[src/rtl/binary_conv_mac.sv]
// Binary (XOR-sign) convolution MAC: serial-loaded TAPS-wide kernel, one window per beat,
// saturating group accumulation and a registered result strobe with write address/index.
module binary_conv_mac #(
  parameter int TAPS   = 9,
  parameter int ACC_W  = 8,
  parameter int ADDR_W = 12,
  parameter int IDX_W  = 4
) (
  input  logic                     clock,
  input  logic                     reset,
  input  logic                     go,
  input  logic                     load_weight,
  input  logic                     weight_in,
  input  logic                     data_valid,
  input  logic [TAPS-1:0]          data_in,
  input  logic                     last_in,
  input  logic [ADDR_W-1:0]        write_addr_in,
  input  logic [IDX_W-1:0]         idx_in,
  output logic                     weights_ready,
  output logic                     out_valid,
  output logic signed [ACC_W-1:0]  sum_out,
  output logic                     negative_flag,
  output logic                     sat_flag,
  output logic [ADDR_W-1:0]        write_addr_out,
  output logic [IDX_W-1:0]         idx_out
);

  typedef enum logic [1:0] {EMPTY, LOADING, READY, ACCUM} state_t;

  localparam int CNT_W = $clog2(TAPS + 1);
  localparam int MAX_I = 2**(ACC_W-1) - 1;
  localparam int MIN_I = -(2**(ACC_W-1));
  localparam logic signed [ACC_W:0] SAT_MAX = (ACC_W+1)'(MAX_I);
  localparam logic signed [ACC_W:0] SAT_MIN = (ACC_W+1)'(MIN_I);

  // Matching bits contribute +1, differing bits -1.
  function automatic logic signed [ACC_W-1:0] bin_dot(input logic [TAPS-1:0] k,
                                                      input logic [TAPS-1:0] d);
    logic signed [ACC_W-1:0] s;
    s = ACC_W'(TAPS);
    for (int i = 0; i < TAPS; i++)
      if (k[i] ^ d[i]) s = s - ACC_W'(2);
    return s;
  endfunction

  function automatic logic sat_hit(input logic signed [ACC_W:0] v);
    return (v > SAT_MAX) || (v < SAT_MIN);
  endfunction

  function automatic logic signed [ACC_W-1:0] sat_clip(input logic signed [ACC_W:0] v);
    if (v > SAT_MAX) return ACC_W'(MAX_I);
    if (v < SAT_MIN) return ACC_W'(MIN_I);
    return v[ACC_W-1:0];
  endfunction

  state_t                   state;
  logic [TAPS-1:0]          kernel;
  logic [CNT_W-1:0]         wcount;
  logic                     accept;

  logic                     vld_p0, last_p0;
  logic [TAPS-1:0]          data_p0;
  logic [ADDR_W-1:0]        addr_p0;
  logic [IDX_W-1:0]         idx_p0;

  logic                     vld_p1, last_p1;
  logic signed [ACC_W-1:0]  partial_p1;
  logic [ADDR_W-1:0]        addr_p1;
  logic [IDX_W-1:0]         idx_p1;

  logic signed [ACC_W-1:0]  acc;
  logic                     sat_grp;
  logic signed [ACC_W:0]    sum_ext;
  logic signed [ACC_W-1:0]  sum_clip;
  logic                     sum_hit;

  assign accept = go & data_valid & weights_ready & ~load_weight;

  always_comb begin
    sum_ext = (ACC_W+1)'(partial_p1);
    if (state != READY) sum_ext = sum_ext + (ACC_W+1)'(acc);
    sum_clip = sat_clip(sum_ext);
    sum_hit  = sat_hit(sum_ext);
  end

  // Stage p0: capture accepted beat; stage p1: binary dot product.
  always_ff @(posedge clock) begin
    if (accept) begin
      data_p0 <= data_in;
      last_p0 <= last_in;
      addr_p0 <= write_addr_in;
      idx_p0  <= idx_in;
    end
    if (vld_p0) begin
      partial_p1 <= bin_dot(kernel, data_p0);
      last_p1    <= last_p0;
      addr_p1    <= addr_p0;
      idx_p1     <= idx_p0;
    end
  end

  // Stage p2: kernel load, group accumulation and result registers.
  always_ff @(posedge clock or posedge reset) begin
    if (reset) begin
      state          <= EMPTY;
      kernel         <= '0;
      wcount         <= '0;
      weights_ready  <= 1'b0;
      vld_p0         <= 1'b0;
      vld_p1         <= 1'b0;
      acc            <= '0;
      sat_grp        <= 1'b0;
      out_valid      <= 1'b0;
      sum_out        <= '0;
      negative_flag  <= 1'b0;
      sat_flag       <= 1'b0;
      write_addr_out <= '0;
      idx_out        <= '0;
    end else begin
      out_valid <= 1'b0;
      vld_p0    <= accept;
      vld_p1    <= vld_p0 & ~load_weight;
      if (load_weight) begin
        // A load flushes in-flight beats and aborts any open group.
        kernel  <= {kernel[TAPS-2:0], weight_in};
        acc     <= '0;
        sat_grp <= 1'b0;
        if (state == READY || state == ACCUM) begin
          wcount        <= CNT_W'(1);
          weights_ready <= 1'b0;
          state         <= LOADING;
        end else if (wcount == CNT_W'(TAPS - 1)) begin
          wcount        <= CNT_W'(TAPS);
          weights_ready <= 1'b1;
          state         <= READY;
        end else begin
          wcount <= wcount + CNT_W'(1);
          state  <= LOADING;
        end
      end else if (vld_p1) begin
        if (last_p1) begin
          out_valid      <= 1'b1;
          sum_out        <= sum_clip;
          negative_flag  <= sum_clip[ACC_W-1];
          sat_flag       <= sat_grp | sum_hit;
          write_addr_out <= addr_p1;
          idx_out        <= idx_p1;
          acc            <= '0;
          sat_grp        <= 1'b0;
          state          <= READY;
        end else begin
          acc     <= sum_clip;
          sat_grp <= sat_grp | sum_hit;
          state   <= ACCUM;
        end
      end
    end
  end

endmodule

[config.mk]
export PLATFORM = sky130hd
export DESIGN_NAME = binary_conv_mac
export DESIGN_NICKNAME = d
export VERILOG_FILES = /design/src/rtl/binary_conv_mac.sv
export SDC_FILE = /design/constraint.sdc
export NUM_CORES = 1
export LEC_CHECK = 0
export CORE_MARGIN = 2
export CORE_UTILIZATION = 60
export DETAILED_ROUTE_END_ITERATION = 6
export PLACE_DENSITY = 0.85
export SKIP_CTS_REPAIR_TIMING = 1
export SLEW_MARGIN = 0
export SYNTH_ARGS = -nofsm -noshare
export SYNTH_HDL_FRONTEND = slang
export SYNTH_SLANG_ARGS = --single-unit
[constraint.sdc]
create_clock -name clock -period 6.6 [get_ports clock]
set_input_delay 0.66 -clock clock [delete_from_list [all_inputs] [get_ports clock]]
set_output_delay 0.66 -clock clock [all_outputs]
set_load 0.005 [all_outputs]
==> qor.txt, run 1 <==
Final HPWL DP: 6760 µm
critical path fanouts, max: 10
switching power: 0.753 mW
clock sinks: 103
final worst slack: 1.70 ns
fin. max-slew vios: 0
core area: 0.00822 mm²
gr ovfl total: 0
R2R Path Start: data_p0[2]
CTS Root Cell: clkbuf_8
Leak Pwr: 2.45 nW
CTS tree: built
Syn Area/Cell: 11.8 µm²
most common flop cell mapped by yosys: dfrtp_1
WHS Path Cells: 0
area grow syn2layout: 16.9%
synthesis warning total: 0
routed vias/inst: 5.77
max_cap viols: 0
fin nets: 539
Clk Latency, worst-skew pair: 0.37 ns
Post-Route WL: 9560 µm
Hold Crit Start: addr_p0[9]
number of synthesized flops with an enable pin: 50
io pins: 60
most common cell after layout, fill and taps aside: nand2_1
Clk pwr share: 18.7%
layout cells sized above 1: 12.1%
slew at the pin closest to its max-slew limit: 1.11 ns
CTS buffer count: 9
synthesized cell area: 0.00509 mm²
endpoints failing hold: 0
critical path launch point type: register
RSZ-0062 raised after global routing: false
initial antenna violation count: 0
Tmin final: 4.90 ns
first-pass GRT wire length: 15600 µm
setup TNS: 0 ns
Synthesized Nets: 483
H-tree Lvls: 3
Logic pwr share: 43.2%
Critical Path RT: 6.72 ns
post-synthesis sequential area ratio: 55.5%
Peak VDD IR: 0.242 mV
die area: 0.00924 mm²
Critical R2R Capture: partial_p1[5]
critical path data arrival time: 5.01 ns
largest net degree at the start of global routing: 54
1st-iter DRT viols: 219
min-delay worst type: reg2reg
Post-synth ARST share: 51.5%
Reg2Reg Setup Slack: 1.70 ns
cell internal pwr: 1.31 mW
Synth Instances: 433
vias in the first global route: 3395
diodes inserted: 0
Initial Util: 62.0%
most frequent cells in the layout: nand2_1, clkdlybuf4s50_1, dfrtp_1
Die H: 96.2 µm
Setup Skew: 0.0172 ns
Worst Hold End: addr_p1[9]
Detail Route Antenna Nets: 0
vias: 3455
Final Wtd Congestion: 0.870
Max Root-Sink Buffers: 2
number of iterations in the first detailed-routing pass: 4
pre-CTS setup slack: 1.73 ns
DRC: 0
final hold slack: 0.422 ns
Reg2Reg Depth: 21
Die X: 96.2 µm
FP Rows: 33
Pwr Density: 347 mW/mm²
number of buffers added on ports: 59
sw frac: 36.4%
Tot Pwr: 2.07 mW
synth unique cells: 69
status: completed
CTS clk-pin slew, worst paths: 0.11 ns
Crit. End Element: register
drt wl/cell: 16.0 µm
register bit count reported by yosys: 103
fin crit share: 74.2%
final setup fails: 0
gr usage total: 22.2%
max_slew headroom: 25.8%
critical path class: reg2reg
Sequential Power Share: 38.1%
Max Clk Rate: 204 MHz
-- metrics by stage --
step / area, µm² / utilization (%) / std cells
after floorplan: 5090 / - / 433
after global placement: 5760 / 70.1 / 583
after detailed placement: 5760 / 70.1 / 583
after CTS: 5960 / 72.5 / 599
after global routing: 5960 / 72.5 / 599
final: 5960 / 72.5 / 599
-- worst max path at each step --
stage	endpoint	startpoint	cells after the start
global placement	partial_p1[7]	data_p0[2]	21
CTS	partial_p1[5]	data_p0[2]	21
floorplan	partial_p1[7]	data_p0[1]	22
finish	partial_p1[5]	data_p0[2]	21
global route	partial_p1[5]	data_p0[2]	21
detailed placement	partial_p1[5]	data_p0[1]	21
-- power by group through the flow --
stage	clock [mW]	combinational, mW	sequential [mW]
finish	0.386	0.893	0.787
global route	0.414	0.989	0.792
CTS	0.394	0.898	0.787
detailed placement	0	0.891	0.800
global placement	0	0.856	0.798
floorplan	0	0.740	0.794
-- final cells by class --
type	count	area, µm²
sequential	103	2830
fill	551	2260
inverter	13	48.8
multi-input combinational	301	2140
clock inverter	7	73.8
clock buffer	9	124
timing repair buffer	61	606
tap	105	131
-- Yosys cell counts, types with 8 or more instances --
master	instances	area share (%)
o21ai_0	31	3.0
dfrtp_1	53	26
xnor2_2	8	2.6
inv_1	11	0.81
edfxtp_1	50	29
nor2_1	21	1.5
ha_1	16	3.9
clkbuf_1	9	0.66
mux2_2	12	2.7
nand2_1	70	5.2
nand3_1	8	0.79
xnor2_1	19	3.3
a21oi_1	19	1.9
xor2_1	10	1.7
-- flip-flops by register name (all words and copies together), names as in the netlist, 2 cells and up --
name / flops
addr_p0: 12
wcount: 4
acc: 8
idx_out: 4
kernel: 9
idx_p0: 4
sum_out: 8
state: 2
data_p0: 9
idx_p1: 4
write_addr_out: 12
addr_p1: 12
partial_p1: 7
-- cells by family (layout without fill, tap and decap cells) --
logic type / Yosys count / after routing / synth area share [%]
simple gates: 130 / 130 / 11.8
compound gates: 94 / 94 / 12.7
fa+ha+maj: 19 / 19 / 4.94
flops: 103 / 103 / 55.5
xor+xnor: 40 / 40 / 8.64
buf+inv: 29 / 90 / 2.41
mux: 18 / 18 / 4.03
-- worst max-delay path, cell delays in order, from the launching register on --
cell and delay (ns):
edfxtp_1 0.43, xnor2_2 0.41, inv_2 0.11, fa_1 0.61, maj3_2 0.37, and3_1 0.21
nor2_1 0.17, ha_1 0.26, nand2_1 0.12, o31ai_1 0.10, ha_1 0.32, nor2_1 0.14
nor2_1 0.08, ha_1 0.27, nand2_1 0.04, o31ai_1 0.12, ha_1 0.22, nand2_1 0.12
nor2_1 0.15, nand3_1 0.10, a22oi_2 0.24, xnor2_1 0.08
-- layer usage --
| metal | track usage, % | wire length (µm) |
|---|---|---|
| met2 | 38.5 | 5040 |
| met5 | 0 | 0 |
| met3 | 4.23 | 347 |
| met1 | 27.6 | 4020 |
| met4 | 8.10 | 159 |
Power figures use the tool's default switching activity.
==> run 2: changes to the inputs <==
--- a/config.mk
+++ b/config.mk
@@ -6,9 +6,9 @@
 export NUM_CORES = 1
 export LEC_CHECK = 0
 export CORE_MARGIN = 2
-export CORE_UTILIZATION = 60
+export CORE_UTILIZATION = 51
 export DETAILED_ROUTE_END_ITERATION = 6
-export PLACE_DENSITY = 0.85
+export PLACE_DENSITY = 0.77
 export SKIP_CTS_REPAIR_TIMING = 1
 export SLEW_MARGIN = 0
 export SYNTH_ARGS = -nofsm -noshare
==> constraint.sdc (replaced) <==
create_clock -name clock -period 4.2 [get_ports clock]
set_input_delay 0.42 -clock clock [delete_from_list [all_inputs] [get_ports clock]]
set_output_delay 0.42 -clock clock [all_outputs]
set_load 0.005 [all_outputs]
==> qor.txt, run 2 (synthesis gave the netlist of run 1 again) <==
status: completed
area of the multi-input gates: 0.00226 mm²
switching power: 1.40 mW
Reg2Reg Setup Slack: 0.02 ns
most common cell after layout, fill and taps aside: nand2_1
clock sinks: 103
Die H: 104 µm
most frequent cells in the layout: nand2_1, clkdlybuf4s50_1, dfrtp_1
fin. max-slew vios: 0
CTS Root Cell: clkbuf_8
sw frac: 37.2%
H-tree Lvls: 3
slew at the pin closest to its max-slew limit: 1.06 ns
R2R Path Start: data_p0[1]
FP Rows: 36
Clk pwr share: 16.7%
vias: 3506
top flop regs: addr_p0 x12, addr_p1 x12, write_addr_out x12
Critical R2R Capture: partial_p1[7]
Crit. End Element: register
Final Wtd Congestion: 0.789
area grow syn2layout: 23.5%
Final HPWL DP: 6890 µm
1st-iter DRT viols: 191
endpoints failing hold: 0
max_slew headroom: 29.2%
first-pass GRT wire length: 16000 µm
CP Capture Point: partial_p1[7]
critical path class: reg2reg
Die X: 104 µm
min-delay worst type: reg2reg
Sequential Power Share: 32.9%
Post-Route WL: 9560 µm
die area: 0.0108 mm²
CTS clk-pin slew, worst paths: 0.12 ns
drt wl/cell: 14.7 µm
critical path fanouts, max: 4
Logic pwr share: 50.4%
Register Area: 0.00283 mm²
Pwr Density: 598 mW/mm²
core area: 0.00973 mm²
CTS buffer count: 9
DRC: 0
critical path data arrival time: 4.32 ns
largest net degree at the start of global routing: 54
Final Instance Count excl. Fillers: 650
critical path launch point: data_p0[1]
max_cap viols: 0
initial antenna violation count: 0
number of iterations in the first detailed-routing pass: 4
setup TNS: 0 ns
Max Clk Rate: 239 MHz
routed vias/inst: 5.39
fin crit share: 99.6%
placed cells: 626
RSZ-0062 raised after global routing: true
Leak Pwr: 2.59 nW
final setup fails: 0
gr ovfl total: 0
fin nets: 562
layout cells sized above 1: 19.7%
fill count: 782
Peak VDD IR: 0.369 mV
Initial Util: 52.4%
Reg2Reg Depth: 21
Tmin final: 4.18 ns
Critical Path RT: 4.33 ns
number of buffers added on ports: 59
cell internal pwr: 2.36 mW
critical path launch point type: register
vias in the first global route: 3359
gr usage total: 18.2%
Max Root-Sink Buffers: 2
Setup Skew: 0.0155 ns
CTS tree: built
diodes inserted: 0
Clk Latency, worst-skew pair: 0.37 ns
Detail Route Antenna Nets: 0
io pins: 60
==> run 2: cell type report <==
class                   count  area share, %
flip-flops and latches    103           44.9
multi-input cells         301           35.9
repair buffers             84           12.4
well taps                 133           2.64
clock buffers               9           1.97
clock inverters             7           1.45
inverters                  13          0.775
==> run 2: worst min-delay path by stage <==
stage	startpoint	endpoint	slack [ns]	cells after the start
6_report	addr_p0[3]	addr_p1[3]	0.42	0
5_1_grt	addr_p0[7]	addr_p1[7]	0.45	0
4_1_cts	addr_p0[3]	addr_p1[3]	0.42	0
3_5_place_dp	addr_p0[3]	addr_p1[3]	0.40	0
3_3_place_gp	addr_p0[8]	addr_p1[8]	0.40	0
2_1_floorplan	addr_p0[0]	addr_p1[0]	0.40	0
==> run 2: power by group through the flow <==
stage                     Clock [mW]  Sequential, mW  Combinational (mW)
after CTS                      0.643            1.24                1.65
final                          0.629            1.24                1.90
after global placement             0            1.26                1.57
after detailed placement           0            1.26                1.64
after floorplan                    0            1.25                1.31
after global routing           0.687            1.25                2.08
==> run 2: per-layer routing <==
metal,vias to the layer above,GRT usage (%),share of wire [%]
met1,1719,24.1,43
met2,74,31.0,52
met3,9,3.38,3.8
met4,0,5.21,0.97
li1,1704,-,-
met5,-,0,0
==> run 2: worst max-delay path, cell delays in order, from the launching register on <==
cell and delay (ns):
edfxtp_1 0.43, xnor2_2 0.20, inv_2 0.07, fa_2 0.50
maj3_2 0.34, and3_4 0.20, nor2_4 0.10, ha_4 0.21
nand2_4 0.05, o31ai_2 0.05, ha_1 0.28, nor2_2 0.13
nor2_1 0.07, ha_1 0.29, nand2_2 0.09, o31ai_4 0.09
ha_2 0.22, nand2_4 0.09, nor2_4 0.05, o21ai_2 0.16
a22oi_2 0.08, a22o_1 0.24
==> run 2: stage by stage <==
step           cell area [µm²]  setup slack [ns]  total power, mW  hold WS (ns)  util [%]
2_1_floorplan             5180           -0.0896             2.56         0.400         -
3_3_place_gp              5980            0.0826             2.83         0.401      61.5
3_5_place_dp              5980           -0.0271             2.90         0.405      61.5
4_1_cts                   6200           -0.0312             3.53         0.421      63.7
5_1_grt                   6290            -0.198             4.01         0.446      64.7
6_report                  6290            0.0170             3.76         0.424      64.7
